## src/rtl/game_timer_if.sv

```systemverilog
// Control and display signals between the game FSM / HUD side and the level timer.
interface game_timer_if;
    logic       tick_in;
    logic       start;
    logic       pause;
    logic       reload;
    logic [3:0] bcd_hund;
    logic [3:0] bcd_tens;
    logic [3:0] bcd_ones;
    logic       running;
    logic       count_tick;
    logic       warn;
    logic       time_up;

    modport master (
        output tick_in, start, pause, reload,
        input  bcd_hund, bcd_tens, bcd_ones, running, count_tick, warn, time_up
    );

    modport slave (
        input  tick_in, start, pause, reload,
        output bcd_hund, bcd_tens, bcd_ones, running, count_tick, warn, time_up
    );
endinterface

```

## src/rtl/game_timer.sv

```systemverilog
// Level countdown timer: synchronises the divided tick, prescales it and
// decrements a 3-digit BCD count with hurry-up and time-up indications.
module game_timer #(
    parameter int unsigned START_VALUE    = 400,
    parameter int unsigned TICKS_PER_UNIT = 40,
    parameter int unsigned WARN_VALUE     = 100
) (
    input  logic         clk,
    input  logic         rst,
    game_timer_if.slave  bus
);
    localparam int unsigned PW = (TICKS_PER_UNIT > 1) ? $clog2(TICKS_PER_UNIT) : 1;
    localparam logic [PW-1:0] PRESC_LAST = PW'(TICKS_PER_UNIT - 1);

    localparam logic [3:0] START_H = 4'((START_VALUE / 100) % 10);
    localparam logic [3:0] START_T = 4'((START_VALUE / 10) % 10);
    localparam logic [3:0] START_O = 4'(START_VALUE % 10);

    localparam logic [1:0] ST_IDLE    = 2'd0;
    localparam logic [1:0] ST_RUN     = 2'd1;
    localparam logic [1:0] ST_PAUSED  = 2'd2;
    localparam logic [1:0] ST_EXPIRED = 2'd3;

    logic          s1_q, s2_q, s3_q;
    logic [1:0]    state_q, state_d;
    logic [PW-1:0] presc_q, presc_d;
    logic [3:0]    hund_q, hund_d, tens_q, tens_d, ones_q, ones_d;
    logic          count_tick_q, count_tick_d;
    logic          time_up_q, time_up_d;
    logic          warn_q, warn_d;

    logic          tick_pulse;
    logic          presc_wrap;
    logic          fire;
    logic          is_zero;
    logic          dec_zero;
    logic [3:0]    dec_h, dec_t, dec_o;
    logic [9:0]    count_bin;

    always_comb begin
        tick_pulse = s2_q & ~s3_q;
        presc_wrap = tick_pulse && (presc_q == PRESC_LAST);
        is_zero    = (hund_q == 4'd0) && (tens_q == 4'd0) && (ones_q == 4'd0);

        // Borrow chain: ones wraps 0->9 into tens, tens wraps 0->9 into hundreds
        dec_h = hund_q;
        dec_t = tens_q;
        dec_o = ones_q - 4'd1;
        if (ones_q == 4'd0) begin
            dec_o = 4'd9;
            if (tens_q == 4'd0) begin
                dec_t = 4'd9;
                dec_h = hund_q - 4'd1;
            end else begin
                dec_t = tens_q - 4'd1;
            end
        end
        dec_zero = (dec_h == 4'd0) && (dec_t == 4'd0) && (dec_o == 4'd0);

        state_d      = state_q;
        presc_d      = presc_q;
        hund_d       = hund_q;
        tens_d       = tens_q;
        ones_d       = ones_q;
        count_tick_d = 1'b0;
        time_up_d    = 1'b0;
        fire         = 1'b0;

        if (bus.reload) begin
            state_d = ST_IDLE;
            presc_d = '0;
            hund_d  = START_H;
            tens_d  = START_T;
            ones_d  = START_O;
        end else begin
            case (state_q)
                ST_IDLE: begin
                    if (bus.start && !bus.pause) begin
                        state_d = ST_RUN;
                        presc_d = '0;
                    end
                end
                ST_RUN: begin
                    if (tick_pulse)
                        presc_d = presc_wrap ? '0 : presc_q + PW'(1);
                    fire = presc_wrap && !is_zero;
                    if (fire) begin
                        hund_d       = dec_h;
                        tens_d       = dec_t;
                        ones_d       = dec_o;
                        count_tick_d = 1'b1;
                    end
                    // Reaching 000 takes precedence over a coincident pause
                    if (fire && dec_zero) begin
                        state_d   = ST_EXPIRED;
                        time_up_d = 1'b1;
                    end else if (bus.pause) begin
                        state_d = ST_PAUSED;
                    end
                end
                ST_PAUSED: begin
                    if (bus.start && !bus.pause)
                        state_d = ST_RUN;
                end
                ST_EXPIRED: ;
                default: state_d = ST_IDLE;
            endcase
        end

        count_bin = 10'(hund_q) * 10'd100 + 10'(tens_q) * 10'd10 + 10'(ones_q);
        warn_d    = (count_bin < 10'(WARN_VALUE)) && (state_q != ST_IDLE);
    end

    always_ff @(posedge clk) begin
        if (rst) begin
            s1_q         <= 1'b0;
            s2_q         <= 1'b0;
            s3_q         <= 1'b0;
            state_q      <= ST_IDLE;
            presc_q      <= '0;
            hund_q       <= START_H;
            tens_q       <= START_T;
            ones_q       <= START_O;
            count_tick_q <= 1'b0;
            time_up_q    <= 1'b0;
            warn_q       <= 1'b0;
        end else begin
            s1_q         <= bus.tick_in;
            s2_q         <= s1_q;
            s3_q         <= s2_q;
            state_q      <= state_d;
            presc_q      <= presc_d;
            hund_q       <= hund_d;
            tens_q       <= tens_d;
            ones_q       <= ones_d;
            count_tick_q <= count_tick_d;
            time_up_q    <= time_up_d;
            warn_q       <= warn_d;
        end
    end

    assign bus.bcd_hund   = hund_q;
    assign bus.bcd_tens   = tens_q;
    assign bus.bcd_ones   = ones_q;
    assign bus.running    = (state_q == ST_RUN);
    assign bus.count_tick = count_tick_q;
    assign bus.time_up    = time_up_q;
    assign bus.warn       = warn_q;
endmodule

```

## src/flat_wrapper.sv

```systemverilog
// flat-port wrapper written by rule: the top's interface ports become plain ports
module game_timer_flat 
#(
    parameter int unsigned START_VALUE    = 400,
    parameter int unsigned TICKS_PER_UNIT = 40,
    parameter int unsigned WARN_VALUE     = 100
)
  (clk, rst, bus_tick_in, bus_start, bus_pause, bus_reload, bus_bcd_hund, bus_bcd_tens, bus_bcd_ones, bus_running, bus_count_tick, bus_warn, bus_time_up);
  game_timer_if bus_i ();
  input  logic clk;
  input  logic rst;
  input wire logic [$bits(bus_i.tick_in)-1:0] bus_tick_in;
  input wire logic [$bits(bus_i.start)-1:0] bus_start;
  input wire logic [$bits(bus_i.pause)-1:0] bus_pause;
  input wire logic [$bits(bus_i.reload)-1:0] bus_reload;
  output wire logic [$bits(bus_i.bcd_hund)-1:0] bus_bcd_hund;
  output wire logic [$bits(bus_i.bcd_tens)-1:0] bus_bcd_tens;
  output wire logic [$bits(bus_i.bcd_ones)-1:0] bus_bcd_ones;
  output wire logic [$bits(bus_i.running)-1:0] bus_running;
  output wire logic [$bits(bus_i.count_tick)-1:0] bus_count_tick;
  output wire logic [$bits(bus_i.warn)-1:0] bus_warn;
  output wire logic [$bits(bus_i.time_up)-1:0] bus_time_up;
  assign bus_i.tick_in = bus_tick_in;
  assign bus_i.start = bus_start;
  assign bus_i.pause = bus_pause;
  assign bus_i.reload = bus_reload;
  assign bus_bcd_hund = bus_i.bcd_hund;
  assign bus_bcd_tens = bus_i.bcd_tens;
  assign bus_bcd_ones = bus_i.bcd_ones;
  assign bus_running = bus_i.running;
  assign bus_count_tick = bus_i.count_tick;
  assign bus_warn = bus_i.warn;
  assign bus_time_up = bus_i.time_up;
  game_timer #(.START_VALUE(START_VALUE), .TICKS_PER_UNIT(TICKS_PER_UNIT), .WARN_VALUE(WARN_VALUE)) u_core (.clk(clk), .rst(rst), .bus(bus_i));
endmodule
```

## config.mk

```make
export PLATFORM = sky130hd
export DESIGN_NAME = game_timer_flat
export DESIGN_NICKNAME = d
export VERILOG_FILES = /design/src/rtl/game_timer_if.sv /design/src/rtl/game_timer.sv /design/src/flat_wrapper.sv
export SDC_FILE = /design/constraint.sdc
export NUM_CORES = 1
export LEC_CHECK = 0
export CORE_MARGIN = 2
export CORE_UTILIZATION = 52
export CTS_BUF_LIST = sky130_fd_sc_hd__clkbuf_8
export CTS_CLUSTER_DIAMETER = 200
export DETAILED_ROUTE_END_ITERATION = 7
export HOLD_SLACK_MARGIN = 0.08
export MAX_ROUTING_LAYER = met4
export PLACE_DENSITY = 0.76
export SLEW_MARGIN = 20
export SYNTH_ARGS = -nofsm -noshare
export SYNTH_HDL_FRONTEND = slang
export SYNTH_SLANG_ARGS = --single-unit
export TNS_END_PERCENT = 5
```

## constraint.sdc

```tcl
create_clock -name clk -period 2.9 [get_ports clk]
set_input_delay 0.435 -clock clk [delete_from_list [all_inputs] [get_ports clk]]
set_output_delay 0.435 -clock clk [all_outputs]
set_load 0.01 [all_outputs]
```

# --- Word level (Yosys, flattened, before mapping) ---
# Cells that the tools add are included.
word_totals:
  ff_bits: 26
  word_cells: 72
op_classes:
  addsub: 6
  multipliers: 2
  order_cmp: 1
  eq_ne: 7
  n_mux: 15
  n_bitwise: 3
  reduce_logical: 27
ops:
  columns: ["op", "n"]
  rows:
  - ["$logic_not A4 Y1", 6]
  - ["$mux W4", 5]
  - ["$mux W6", 3]
  - ["$pmux W6 S2", 1]
  - ["$sub A4 B1 Y4 const B", 3]
  - ["$add A10 B4 Y10", 1]
  - ["$add A10 B8 Y10", 1]
  - ["$lt A10 B7 Y1 const B", 1]
  - ["$logic_and A1 B1 Y1", 9]
  - ["$mul A4 B5 Y8 const B", 1]
  - ["$mul A4 B3 Y7 const B", 1]
  - ["$add A6 B1 Y6 const B", 1]
  - ["$eq A6 B6 Y1 const B", 1]
  - ["$mux W2", 3]
  - ["$ne A2 B1 Y1 const B", 3]
  - ["$reduce_and A3 Y1", 2]
  - ["$reduce_bool A2 Y1", 3]
  - ["$pmux W2 S2", 1]
  - ["$reduce_or A2 Y1", 2]
  - ["$ne A3 B2 Y1 const B", 1]
  - ["$reduce_or A3 Y1", 1]
  - ["$eq A2 B1 Y1 const B", 1]
  - ["$eq A2 B2 Y1 const B", 1]
  - ["$logic_not A1 Y1", 2]
  - ["other kinds (5)", 7]

# --- Logic depth before layout (Yosys ltp) ---
logic_depth:
  ltp_word: 9
  mapped_depth: 12
  ltp_nobuf: 12

# --- Least setup slack after synthesis ---
# No wires, ideal clock.
synth_path:
  path_kind: "reg2reg"
  start: "reg u_core.tens_q[3], in the netlist u_core.bus.bcd_tens[3]"
  end: "reg u_core.warn_q, in the netlist u_core.bus.warn"
  setup_time_ps: 127
  arrival_ps: 2972
  slack_ps: -200
  path_stages_with_launch: 12
  synth_period_minus_slack_ps: 3100
  cell_sequence: "dfxtp_1 > ha_1 > ha_1 > fa_1 > xor2_1 > ha_1 > ha_1 > nor2b_1 > a311o_1 > a31oi_1 > xnor2_1 > nor3_1"
synth_between:
  elab_chain_cells: 5
synth_rtl:
  columns: ["element", "line_no", "rtl"]
  rows:
  - ["start, declared", "game_timer.sv:27", "logic [3:0] hund_q, hund_d, tens_q, tens_d, ones_q, ones_d;"]
  - ["start signal, assigned", "game_timer.sv:134", "tens_q <= tens_d;"]
  - ["$mul A4 B3 Y7", "game_timer.sv:110", "count_bin = 10'(hund_q) * 10'd100 + 10'(tens_q) * 10'd10 + 10'(ones_q);"]
  - ["$add A10 B8 Y10", "game_timer.sv:110", null]
  - ["$add A10 B4 Y10", "game_timer.sv:110", null]
  - ["$lt A10 B7 Y1", "game_timer.sv:111", "warn_d = (count_bin < 10'(WARN_VALUE)) && (state_q != ST_IDLE);"]
  - ["$logic_and A1 B1 Y1", "game_timer.sv:111", null]
  - ["end signal, assigned", "game_timer.sv:138", "warn_q <= warn_d;"]
  - ["end, declared", "game_timer.sv:30", "logic warn_q, warn_d;"]
# No other way between the ends.
# A chain may end at the register's enable or synchronous reset.

# --- Worst setup path after layout ---
layout_path:
  start: "reg u_core.tens_q[1], in the netlist u_core.bus.bcd_tens[1]"
  end: "reg u_core.warn_q, in the netlist u_core.bus.warn"
# Same word-level chain as after synthesis.

==> metrics.log <==
[metrics] # Max-Cap Violations: 0
[metrics] minimum setup slack among reg-to-reg paths: 0.09 ns
[metrics] routed length on met2: 1.93 mm
[metrics] Total Neg Setup Slack: 0 ns
[metrics] highest metal layer used by the detailed router: met4
[metrics] CP max-delay cell: fa_2
[metrics] diode count: 0
[metrics] NumNets Final: 285
[metrics] antenna viol nets, final: 0
[metrics] DP HPWL: 3.04 mm
[metrics] H-tree levels: 1
[metrics] post-layout utilization of the core: 66.1%
[metrics] number of pins exceeding their max-slew limit in the final report: 0
[metrics] Design Power: 0.615 mW
[metrics] worst hold-check slack: 0.452 ns
[metrics] fraction of the mapped netlist area in compound gates: 13.3%
[metrics] Clock Skew: 0.00242 ns
[metrics] GRT Resource Usage Total: 21.9%
[metrics] Peak Freq: 0.356 GHz
[metrics] Synth Area in Adders: 24.9%
[metrics] critical path capture point type: flop
[metrics] Area growth syn-to-layout: 24.8%
[metrics] parity-gate share of the synthesized area counting xor and xnor cells: 7.79%
[metrics] total number of placement rows: 22
[metrics] core footprint: 0.00361 sq mm
[metrics] Vias per Instance: 5.39
[metrics] area enclosed by the die boundary: 0.00418 sq mm
[metrics] hold path cells: 1
[metrics] Placed Cells incl. Taps: 286
[metrics] fraction of synthesis flops using an asynchronous set or reset pin: 0%
[metrics] clock network latency to the later pin of the worst-skew pair: 0.27 ns
[metrics] Wirelength per Cell: 14.1 um
[metrics] r2r startpoint: u_core.bus.bcd_tens[1]
[metrics] slew margin rel.: 65.6%
[metrics] Slew @ Worst Pin: 0.515 ns
[metrics] total of flip-flops plus latches after synthesis: 26
[metrics] end point of the most critical hold path: u_core.s2_q
[metrics] total iterations of the first detailed-routing run: 5
[metrics] clk sinks: 26
[metrics] worst-case clock buffer depth: 2
[metrics] final cell count without fillers: 291
[metrics] maximum single-stage delay on the critical path: 0.38 ns
[metrics] First DRT Iteration DRCs: 97
[metrics] dominant combinational cell family by area after synthesis: adder cells
[metrics] data arrival time at the worst-slack endpoint: 3.00 ns
[metrics] final worst path period need: 2.81 ns
[metrics] worst min-delay path class: reg -> reg
[metrics] number of nets produced by synthesis: 251
[metrics] gate count of the mapped netlist: 210
[metrics] starting density of the core: 53.0%
[metrics] largest net degree at the start of global routing: 15
[metrics] sequential area share after synthesis: 27.2%
[metrics] Fin. Hold Viols: 0
[metrics] gp weighted congestion: 0.845
[metrics] Largest delay share family, worst path: adder cells
[metrics] commonest non-fill, non-tap cells in the layout: ha_1 (24), dfxtp_1 (24), nor2_1 (22)
[metrics] beginning of the worst hold path: u_core.s1_q
[metrics] post-synth cell types: 42
[metrics] cell depth of the worst flop-to-flop path: 11
[metrics] area share of and/or/nand/nor cells after synthesis: 20.6%
[metrics] cell breakdown of the critical path: ha_4 -> ha_2 -> fa_2 -> xor2_1 -> ha_1 -> ha_4 -> nor2b_1 -> a311o_1 -> a31oi_1 -> xnor2_1 -> nor3_1
[metrics] power density normalized to cell area: 258 mW/mm^2
[metrics] CTS tree: built
[metrics] total via count in the routed design: 1568
[metrics] number of flops mapped to enable cells by yosys: 0
[metrics] number of remaining DRC errors: 0
[metrics] cell at the root of the clock tree: clkbuf_8
[metrics] area of the mapped netlist: 0.00191 sq mm
[metrics] mean instance size in the synthesized netlist: 9.10 sq um
[metrics] Tcrit/Tclk final: 96.8%
[metrics] Critical R2R Capture: u_core.bus.warn
[metrics] type of the worst setup path: reg -> reg
[metrics] number of global-route vias before repair: 1528
[metrics] Reg clk slew, reported paths: 0.09 ns
[metrics] leading register cell type out of synthesis: dfxtp_1
[metrics] data required time at the worst endpoint: 3.10 ns
[metrics] total congestion overflow: 0
[metrics] most frequent cell on the critical path: ha_4
[metrics] sum of buffers and inverters on the critical path: 0
[metrics] met3 routed WL: 101 um
[metrics] initial antenna violation count: 0
[metrics] I/O pin total: 22
[metrics] cell leakage power: 0.985 nW
[metrics] Post-Route M1 WL: 2.04 mm
[metrics] nature of the critical path startpoint: flop
[metrics] number of fillers in the final layout: 297
[metrics] sum of routed wire length over all layers: 4.09 mm
[metrics] unrepaired setup endpoints after global routing: false
[metrics] clock buffer count from CTS: 3
[metrics] number of warnings printed during yosys synthesis: 0
[metrics] Worst Path Max Fanout: 4
[metrics] fraction of layout cells with a size suffix above 1: 13.6%
[metrics] portion of netlist area occupied by mux cells: 1.64%
[metrics] wire length of the first global-routing pass: 7.00 mm
[metrics] Max rail drop VDD: 0.000187 V
[metrics] Final setup viols: 0
[metrics] Port Buf Inserts: 21
[metrics] die height: 64.6 um
[metrics] result of the run: completed
[metrics] width of the die: 64.6 um
worst max path at each step:
stage	start	endpoint	slack [ns]	cells past startpoint
floorplan	u_core.bus.bcd_tens[1]	u_core.bus.warn	0.02	11
global placement	u_core.bus.bcd_tens[3]	u_core.bus.warn	0.03	11
detailed placement	u_core.bus.bcd_tens[3]	u_core.bus.warn	-0.08	11
CTS	u_core.bus.bcd_tens[1]	u_core.bus.warn	0.03	11
global route	u_core.bus.bcd_tens[1]	u_core.bus.warn	0.004	11
finish	u_core.bus.bcd_tens[1]	u_core.bus.warn	0.09	11
Yosys cell counts, drive strengths merged, types with 2 or more instances:
cell,n,area (sq um)
a211oi,3,22.5
a21o,2,15.0
a21oi,14,70.1
a31oi,2,12.5
and2,2,12.5
and3,2,12.5
and4,2,17.5
buf,2,16.3
clkbuf,2,7.51
dfxtp,26,521
fa,5,100
ha,30,375
inv,17,63.8
mux2i,2,20.0
nand2,6,22.5
nand3,4,20.0
nor2,22,82.6
nor2b,10,62.6
nor3,8,40.0
o21a,3,22.5
o21ai,7,35.0
o21bai,2,26.3
or3,2,17.5
or3b,2,17.5
or4,4,30.0
xnor2,12,105
xor2,5,43.8
stage by stage:
step	setup slack, ns	instance area [sq um]
floorplan	0.0185	1940
global placement	0.0255	2270
detailed placement	-0.0849	2270
CTS	0.0347	2370
global route	0.00411	2380
finish	0.0935	2380
area by class of cell:
| cell class | instances | area [sq um] | share of cell area [%] |
|---|---|---|---|
| sequential | 26 | 526 | 22.0 |
| timing repair buffer | 33 | 300 | 12.6 |
| tap | 48 | 60.1 | 2.52 |
| clock buffer | 4 | 55.1 | 2.31 |
| inverter | 17 | 63.8 | 2.68 |
| multi-input combinational | 163 | 1380 | 57.8 |
report_power, final:
group          internal (mW)  switching, mW
Sequential             0.358        0.00152
Combinational         0.0116         0.0131
Clock                  0.121          0.109
Total                  0.491          0.124
flip-flops by register name, indices dropped and copies added (netlist names):
register	flops
u_core.s3_q	1
u_core.bus.count_tick	1
u_core.s2_q	1
u_core.bus.time_up	1
u_core.bus.bcd_hund	4
u_core.presc_q	6
u_core.bus.bcd_ones	4
u_core.bus.bcd_tens	4
u_core.state_q	2
u_core.s1_q	1
u_core.bus.warn	1
logic make-up after synthesis:
| family | Yosys count |
|---|---|
| flops | 26 |
| compound gates | 38 |
| simple gates | 70 |
| buf+inv | 21 |
| mux | 3 |
| fa+ha+maj | 35 |
| xor+xnor | 17 |
layer usage:
| layer | vias up | track usage, % |
|---|---|---|
| met5 | - | - |
| met4 | 0 | 3.19 |
| met3 | 4 | 4.34 |
| met2 | 20 | 35.2 |
| met1 | 745 | 29.5 |
| li1 | 799 | - |
what timing repair did:
item                       CTS  global route
gates cloned                 0             0
pin swaps                    9             1
hold buffers                 0             0
setup endpoints to repair    1             1
buffers inserted             1             0
gates resized for setup      5             2
(Power assumes the default switching activity.)
